### src/rtl/ncl_pkg.sv
// Shared NCL rail encodings and widths for the threshold-gate primitive layer.
package ncl_pkg;
   localparam logic        NULL_V    = 1'b0;
   localparam logic        DATA_V    = 1'b1;
   localparam int unsigned NCL_RAILS = 4;
endpackage

### src/rtl/ncl_th22_cell.sv
// Single clocked 2-of-2 C-element with hysteresis and a synchronous NULL clear.
module ncl_th22_cell
   import ncl_pkg::*;
(
   input  logic clk,
   input  logic rst_n,
   input  logic clr,
   input  logic a,
   input  logic b,
   output logic z
);

   // clr outranks the data inputs so an init pulse always yields NULL.
   always_ff @(posedge clk or negedge rst_n) begin
      if (!rst_n)
         z <= NULL_V;
      else if (clr)
         z <= NULL_V;
      else
         z <= (a & b) | (z & (a | b));
   end

endmodule

### src/rtl/ncl_th_gate_bank.sv
// Bank of LANES clocked TH14, TH22 and TH22N threshold gates; one gate delay is one clock.
module ncl_th_gate_bank
   import ncl_pkg::*;
#(
   parameter int unsigned LANES = 4
) (
   input  logic                       clk,
   input  logic                       rst_n,
   input  logic                       init,
   input  logic [NCL_RAILS*LANES-1:0] th14_a,
   output logic [LANES-1:0]           th14_z,
   input  logic [LANES-1:0]           th22_a,
   input  logic [LANES-1:0]           th22_b,
   output logic [LANES-1:0]           th22_z,
   input  logic [LANES-1:0]           th22n_a,
   input  logic [LANES-1:0]           th22n_b,
   output logic [LANES-1:0]           th22n_z
);

   for (genvar i = 0; i < LANES; i++) begin : g_lane
      always_ff @(posedge clk or negedge rst_n) begin
         if (!rst_n)
            th14_z[i] <= NULL_V;
         else
            th14_z[i] <= |th14_a[NCL_RAILS*i +: NCL_RAILS];
      end

      ncl_th22_cell u_th22 (
         .clk   (clk),
         .rst_n (rst_n),
         .clr   (1'b0),
         .a     (th22_a[i]),
         .b     (th22_b[i]),
         .z     (th22_z[i])
      );

      ncl_th22_cell u_th22n (
         .clk   (clk),
         .rst_n (rst_n),
         .clr   (init),
         .a     (th22n_a[i]),
         .b     (th22n_b[i]),
         .z     (th22n_z[i])
      );
   end

endmodule

### config.mk
export PLATFORM = sky130hd
export DESIGN_NAME = ncl_th_gate_bank
export DESIGN_NICKNAME = d
export VERILOG_FILES = /design/src/rtl/ncl_pkg.sv /design/src/rtl/ncl_th22_cell.sv /design/src/rtl/ncl_th_gate_bank.sv
export SDC_FILE = /design/constraint.sdc
export NUM_CORES = 1
export LEC_CHECK = 0
export ABC_CLOCK_PERIOD_IN_PS = 800
export CAP_MARGIN = 20
export CORE_MARGIN = 2
export CORE_UTILIZATION = 27
export CTS_CLUSTER_SIZE = 40
export DETAILED_ROUTE_END_ITERATION = 12
export HOLD_SLACK_MARGIN = 0.02
export PLACE_DENSITY = 0.77
export SLEW_MARGIN = 20
export SYNTH_ARGS = -nofsm -noshare
export SYNTH_HDL_FRONTEND = slang
export SYNTH_HIERARCHICAL = 1
export SYNTH_SLANG_ARGS = --single-unit
### constraint.sdc
create_clock -name clk -period 0.8 [get_ports clk]
set_clock_uncertainty 0.05 [all_clocks]
set_input_delay 0.16 -clock clk [delete_from_list [all_inputs] [get_ports clk]]
set_output_delay 0.16 -clock clk [all_outputs]
set_load 0.02 [all_outputs]
==> results of run 1 <==
==> state kept, by name (all words and copies together), names as in the netlist <==
signal	count
th14_z	4
g_lane.u_th22n/z	4
g_lane.u_th22/z	4
==> metal layers <==
metal | vias up | GRT usage, %
li1 | 253 | -
met1 | 237 | 13.5
met2 | 36 | 29.9
met3 | 4 | 8.98
met4 | 0 | 14.5
met5 | - | 0
==> worst register-to-register path, cell delays in order, from the launching register on <==
cell and delay, ns:
dfrtp_1 0.39, buf_4 0.13, o21ai_1 0.06, a21oi_1 0.07
==> synthesized netlist by cell type <==
library cell | instances | area (um2)
dfrtp_1 | 12 | 300
a21oi_1 | 8 | 40.0
nand2_1 | 8 | 30.0
o21ai_1 | 8 | 40.0
or4_1 | 4 | 30.0
conb_1 | 1 | 3.75
==> power by group through the flow <==
stage	combinational, mW	clock [mW]	sequential, mW
finish	0.321	0.482	0.654
global route	0.349	0.512	0.659
CTS	0.321	0.504	0.655
detailed placement	0.338	0	0.661
global placement	0.331	0	0.659
floorplan	0.0356	0	0.697
==> placed cells by master, fill, tap and decap left out, drive strengths merged <==
cell	count
clkbuf	4
o21ai	8
a21oi	8
or4	4
clkdlybuf4s15	4
nand2	8
clkdlybuf4s50	18
dfrtp	12
conb	4
buf	14
dlygate4sd2	12
==> repair_timing <==
| item | CTS | global route |
|---|---|---|
| resized for setup | 88 | 4 |
| buffers inserted | 1 | 0 |
| pin swaps | 5 | 3 |
| setup endpoints to repair | 16 | 16 |
==> through the flow <==
step | setup WS (ns) | total power [mW] | instance area [um2] | setup TNS, ns | hold slack, ns
after floorplan | -0.0430 | 0.733 | 455 | -0.172 | -0.186
after global placement | -0.443 | 0.990 | 956 | -6.98 | 0.451
after detailed placement | -0.461 | 0.999 | 956 | -7.30 | 0.455
after CTS | -0.237 | 1.48 | 995 | -2.65 | 0.128
after global routing | -0.246 | 1.52 | 1000 | -2.80 | 0.126
final | -0.221 | 1.46 | 1000 | -2.48 | 0.110
==> path summary, 6_finish.rpt <==
kind / start / to / slack (ns)
worst max-delay path: g_lane[0].u_th22/z / th22_z[0] / -0.22
worst min-delay path: th14_a[13] / th14_z[3] / 0.11
worst max register to register: g_lane[2].u_th22n/z / g_lane[2].u_th22n/z / -0.01
worst min register to register: g_lane[1].u_th22n/z / g_lane[1].u_th22n/z / 0.52
max in group asynchronous: rst_n / g_lane[1].u_th22n/z / 0.43
min in group asynchronous: rst_n / g_lane[3].u_th22/z / 0.15
==> final cells by class <==
class                      instances  area share, %
clock buffer                       4           3.63
tap                               16           2.00
sequential                        12           30.0
timing repair buffer              48           48.8
multi-input combinational         32           15.5
==> cell families after synthesis <==
family,synth area share [%]
AO/OA/AOI/OAI,18.0
AND/OR/NAND/NOR,13.5
flip-flops,67.6
other,0.844
==> results.py, run 1 <==
metrics = {
    "final_layout": {
        "fill_cells": 130,
        "final_cells": 112,
        "layout-drive-gt1-share_pct": 18.8,
        "regArea_um2": 300,
        "diodes": 0,
        "multi_input_comb_area_um2": 155,
        "nNetsFinal": 132,
        "utilization_pct": 65.6,
        "area_delta_synth_final_pct": 125,
    },
    "pwr": {
        "swShare_pct": 23.3,
        "sequentialPowerShare_pct": 44.9,
        "peakVddDrop_uv": 1090,
        "pwr-share-clk_pct": 33.1,
        "internal_power_mw": 1.12,
        "power_switching_mw": 0.339,
        "leakagePower_nw": 0.453,
        "powerDensity_nw_per_um2": 1460,
        "power_frac_comb_pct": 22.0,
    },
    "synth": {
        "syn_area_um2": 444,
        "ys_seq_area_share_pct": 67.6,
        "synth_seq_cells": 12,
        "synth_area_per_cell_um2": 10.8,
        "ys_types": 6,
        "syn_inst": 41,
        "ys_warn_count": 6,
    },
    "floorplan": {
        "rows": 14,
        "start_util_pct": 29.1,
        "io_pins": 47,
        "die_x_um": 44.6,
        "core_um2": 1520,
        "die_area_um2": 1990,
        "die_y_um": 44.6,
    },
    "place": {
        "placement.io_buffers": 46,
        "place_congestion": 0.639,
        "dp.cells": 107,
        "dp_hpwl_mm": 1.14,
    },
    "clock_tree": {
        "cts_tree": "built",
        "root_buffer": "clkbuf_4",
        "clock_path_buffers": 2,
        "clkLatencyLatePin_ns": 0.27,
        "clock_sinks": 12,
        "clk_pin_slew_ns": 0.07,
        "hold_buffers": 0,
        "cts_buffers": 3,
        "htree_num_levels": 1,
    },
    "global_route": {
        "grt_max_degree": 13,
        "grt_use_total_pct": 17.1,
        "grt_pass1_wl_mm": 2.29,
        "antenna_found_initial": 0,
        "overflow": 0,
        "grt_pass1_vias": 578,
    },
    "setup_path": {
        "cp_num_buf_inv": 1,
        "criticalPathCategory": "flip-flop to output port",
        "crit_chain": "buf_6",
        "end_kind": "output port",
        "cp_slowest_stage_delay_ns": 0.40,
        "start_kind": "flip-flop",
        "crit_family": "flip-flops",
        "critical_path_arrival_ns": 0.81,
        "required_ns": 0.59,
        "slowest_stage": "dfrtp_1",
        "worstRegToRegCells": 3,
        "crit_fanout": 2,
        "path_depth": 1,
    },
    "route": {
        "routed_wl_mm": 1.34,
        "drt-initial-drc-count": 0,
        "highest_layer": "met4",
        "drc_errors": 0,
        "via_count": 530,
        "route.met3.wl_um": 218,
        "wl_per_cell_um": 12.0,
        "met1_length_um": 383,
        "vias_per_cell": 4.73,
        "dr_wl_met2_um": 689,
        "drt_first_pass_iters": 1,
        "drtAntennaViolNets": 0,
    },
    "sta": {
        "finalCritPeriodShare_pct": 128,
        "rsz0062_at_grt": "true",
        "hold_violations": 0,
        "setup_slack_ns": -0.221,
        "finalMaxSlewViolations": 0,
        "fmax_mhz": 980,
        "post-route-min-period_ns": 1.02,
        "setup_violations": 13,
    },
    "status": {
        "status": "finished with violations",
        "violations": "negative setup slack",
    },
    "min_path": {
        "hold_class": "input port to flip-flop",
        "min_path_cells": 2,
    },
    "job": {
        "cap_violations": 0,
    },
}
No activity file was read; power rests on OpenSTA's default activity.
==> inputs of run 2 (changes only) <==
- CORE_MARGIN: 2 -> 5
==> run 2 against run 1 <==
  * The flow still finishes with violations (negative setup slack)
  * Maximum frequency fell by 0.63%
  * Worst setup slack got worse by 0.0065 ns
  * Sequential share of layout area fell by 0.19 points
  * Non-clock buffer count did not move
  * Via count fell by 1.1%
  * Critical path type unchanged
  * Cell count did not move
  * Global-route usage fell by 4.6 points
==> results.py, run 2 (synthesized netlist as in run 1, its figures left out) <==
metrics = {
    "place": {
        "placement.io_buffers": 46,
        "place_congestion": 0.654,
    },
    "clock_tree": {
        "cts_buffers": 3,
        "clkLatencyLatePin_ns": 0.27,
        "htree_num_levels": 1,
        "clk_pin_slew_ns": 0.08,
        "clock_sinks": 12,
        "clock_path_buffers": 2,
        "hold_buffers": 0,
        "cts_tree": "built",
        "root_buffer": "clkbuf_4",
    },
    "final_layout": {
        "most-common-layout-cells": "clkdlybuf4s50_1 (18), buf_6 (13), dlygate4sd2_1 (13)",
        "diodes": 0,
        "fill_cells": 143,
        "area_delta_synth_final_pct": 126,
        "utilization_pct": 65.3,
        "reg.largest.list": "g_lane.u_th22/z: 4 flops, g_lane.u_th22n/z: 4 flops, th14_z: 4 flops",
        "layout-drive-gt1-share_pct": 19.8,
        "final_common_cell": "clkdlybuf4s50_1",
        "nNetsFinal": 132,
    },
    "setup_path": {
        "cp_num_buf_inv": 1,
        "criticalPathCategory": "flip-flop to output port",
        "crit_fanout": 2,
        "crit_family": "flip-flops",
        "path_depth": 1,
        "required_ns": 0.59,
        "worstRegToRegCells": 3,
        "critical_path_arrival_ns": 0.82,
        "start_kind": "flip-flop",
        "end_kind": "output port",
        "slowest_stage": "dfrtp_1",
        "crit_chain": "buf_6",
        "cp_slowest_stage_delay_ns": 0.40,
    },
    "sta": {
        "fmax_mhz": 974,
        "finalMaxSlewViolations": 0,
        "hold_violations": 0,
        "post-route-min-period_ns": 1.03,
        "rsz0062_at_grt": "true",
        "setup_slack_ns": -0.227,
        "setup_violations": 12,
        "finalCritPeriodShare_pct": 128,
        "fin_tns_setup_ns": -2.45,
        "timing.hold.ws_ns": 0.118,
    },
    "floorplan": {
        "io_pins": 47,
        "rows": 14,
        "die_x_um": 50.6,
        "die_y_um": 50.6,
        "core_um2": 1540,
        "die_area_um2": 2560,
        "start_util_pct": 28.8,
    },
    "global_route": {
        "grt_pass1_vias": 589,
        "antenna_found_initial": 0,
        "grt_use_total_pct": 12.4,
        "grt_pass1_wl_mm": 2.28,
        "overflow": 0,
        "grt_max_degree": 13,
    },
    "route": {
        "routed_wl_mm": 1.45,
        "drt_first_pass_iters": 2,
        "vias_per_cell": 4.68,
        "drc_errors": 0,
        "via_count": 524,
        "drtAntennaViolNets": 0,
        "drt-initial-drc-count": 3,
        "wl_per_cell_um": 12.9,
    },
    "status": {
        "violations": "negative setup slack",
        "status": "finished with violations",
    },
    "min_path": {
        "min_path_cells": 2,
        "hold_class": "input port to flip-flop",
    },
    "pwr": {
        "powerDensity_nw_per_um2": 1460,
        "peakVddDrop_uv": 899,
        "leakagePower_nw": 0.455,
    },
    "job": {
        "cap_violations": 0,
    },
}
-- run 2: path summary, 6_finish.rpt --
| check | slack, ns | endpoint | start |
|---|---|---|---|
| max | -0.23 | th22n_z[1] | g_lane[1].u_th22n/z |
| min | 0.12 | th14_z[1] | th14_a[6] |
| max reg2reg | 0.01 | g_lane[1].u_th22n/z | g_lane[1].u_th22n/z |
| min reg2reg | 0.51 | g_lane[0].u_th22n/z | g_lane[0].u_th22n/z |
| max in group asynchronous | 0.44 | g_lane[2].u_th22n/z | rst_n |
| min in group asynchronous | 0.15 | g_lane[1].u_th22/z | rst_n |
-- run 2: power by group --
group          total [mW]  switching [mW]  internal (mW)
logic               0.324           0.117          0.208
clock network       0.489           0.212          0.277
registers           0.654          0.0185          0.635
-- run 2: metrics by stage --
stage	area [um2]	setup WS [ns]	std cells	power [mW]
3_5_place_dp	963	-0.505	108	1.00
2_1_floorplan	455	-0.0430	44	0.733
3_3_place_gp	963	-0.440	108	0.994
5_1_grt	1010	-0.256	112	1.54
4_1_cts	997	-0.226	112	1.48
6_report	1010	-0.227	112	1.47
-- run 2: cell type report --
| type | instances | area [um2] | share of cell area [%] |
|---|---|---|---|
| repair buffers | 48 | 490 | 48.8 |
| flip-flops and latches | 12 | 300 | 29.9 |
| clock buffers | 4 | 36.3 | 3.61 |
| multi-input cells | 32 | 159 | 15.8 |
| well taps | 16 | 20.0 | 1.99 |
-- run 2: metal layers --
layer | up-vias | global-route usage, % | wire length, um
met5 | - | 0 | 0
met4 | 0 | 7.66 | 40
met3 | 4 | 8.88 | 265
met2 | 37 | 19.8 | 685
met1 | 226 | 11.3 | 458
li1 | 257 | - | -
-- run 2: timing repair --
| item | 4_1_cts | 5_1_grt |
|---|---|---|
| buffers inserted | 0 | 1 |
| pin swaps | 5 | 2 |
| gates resized for setup | 90 | 3 |
| setup endpoints to repair | 17 | 14 |
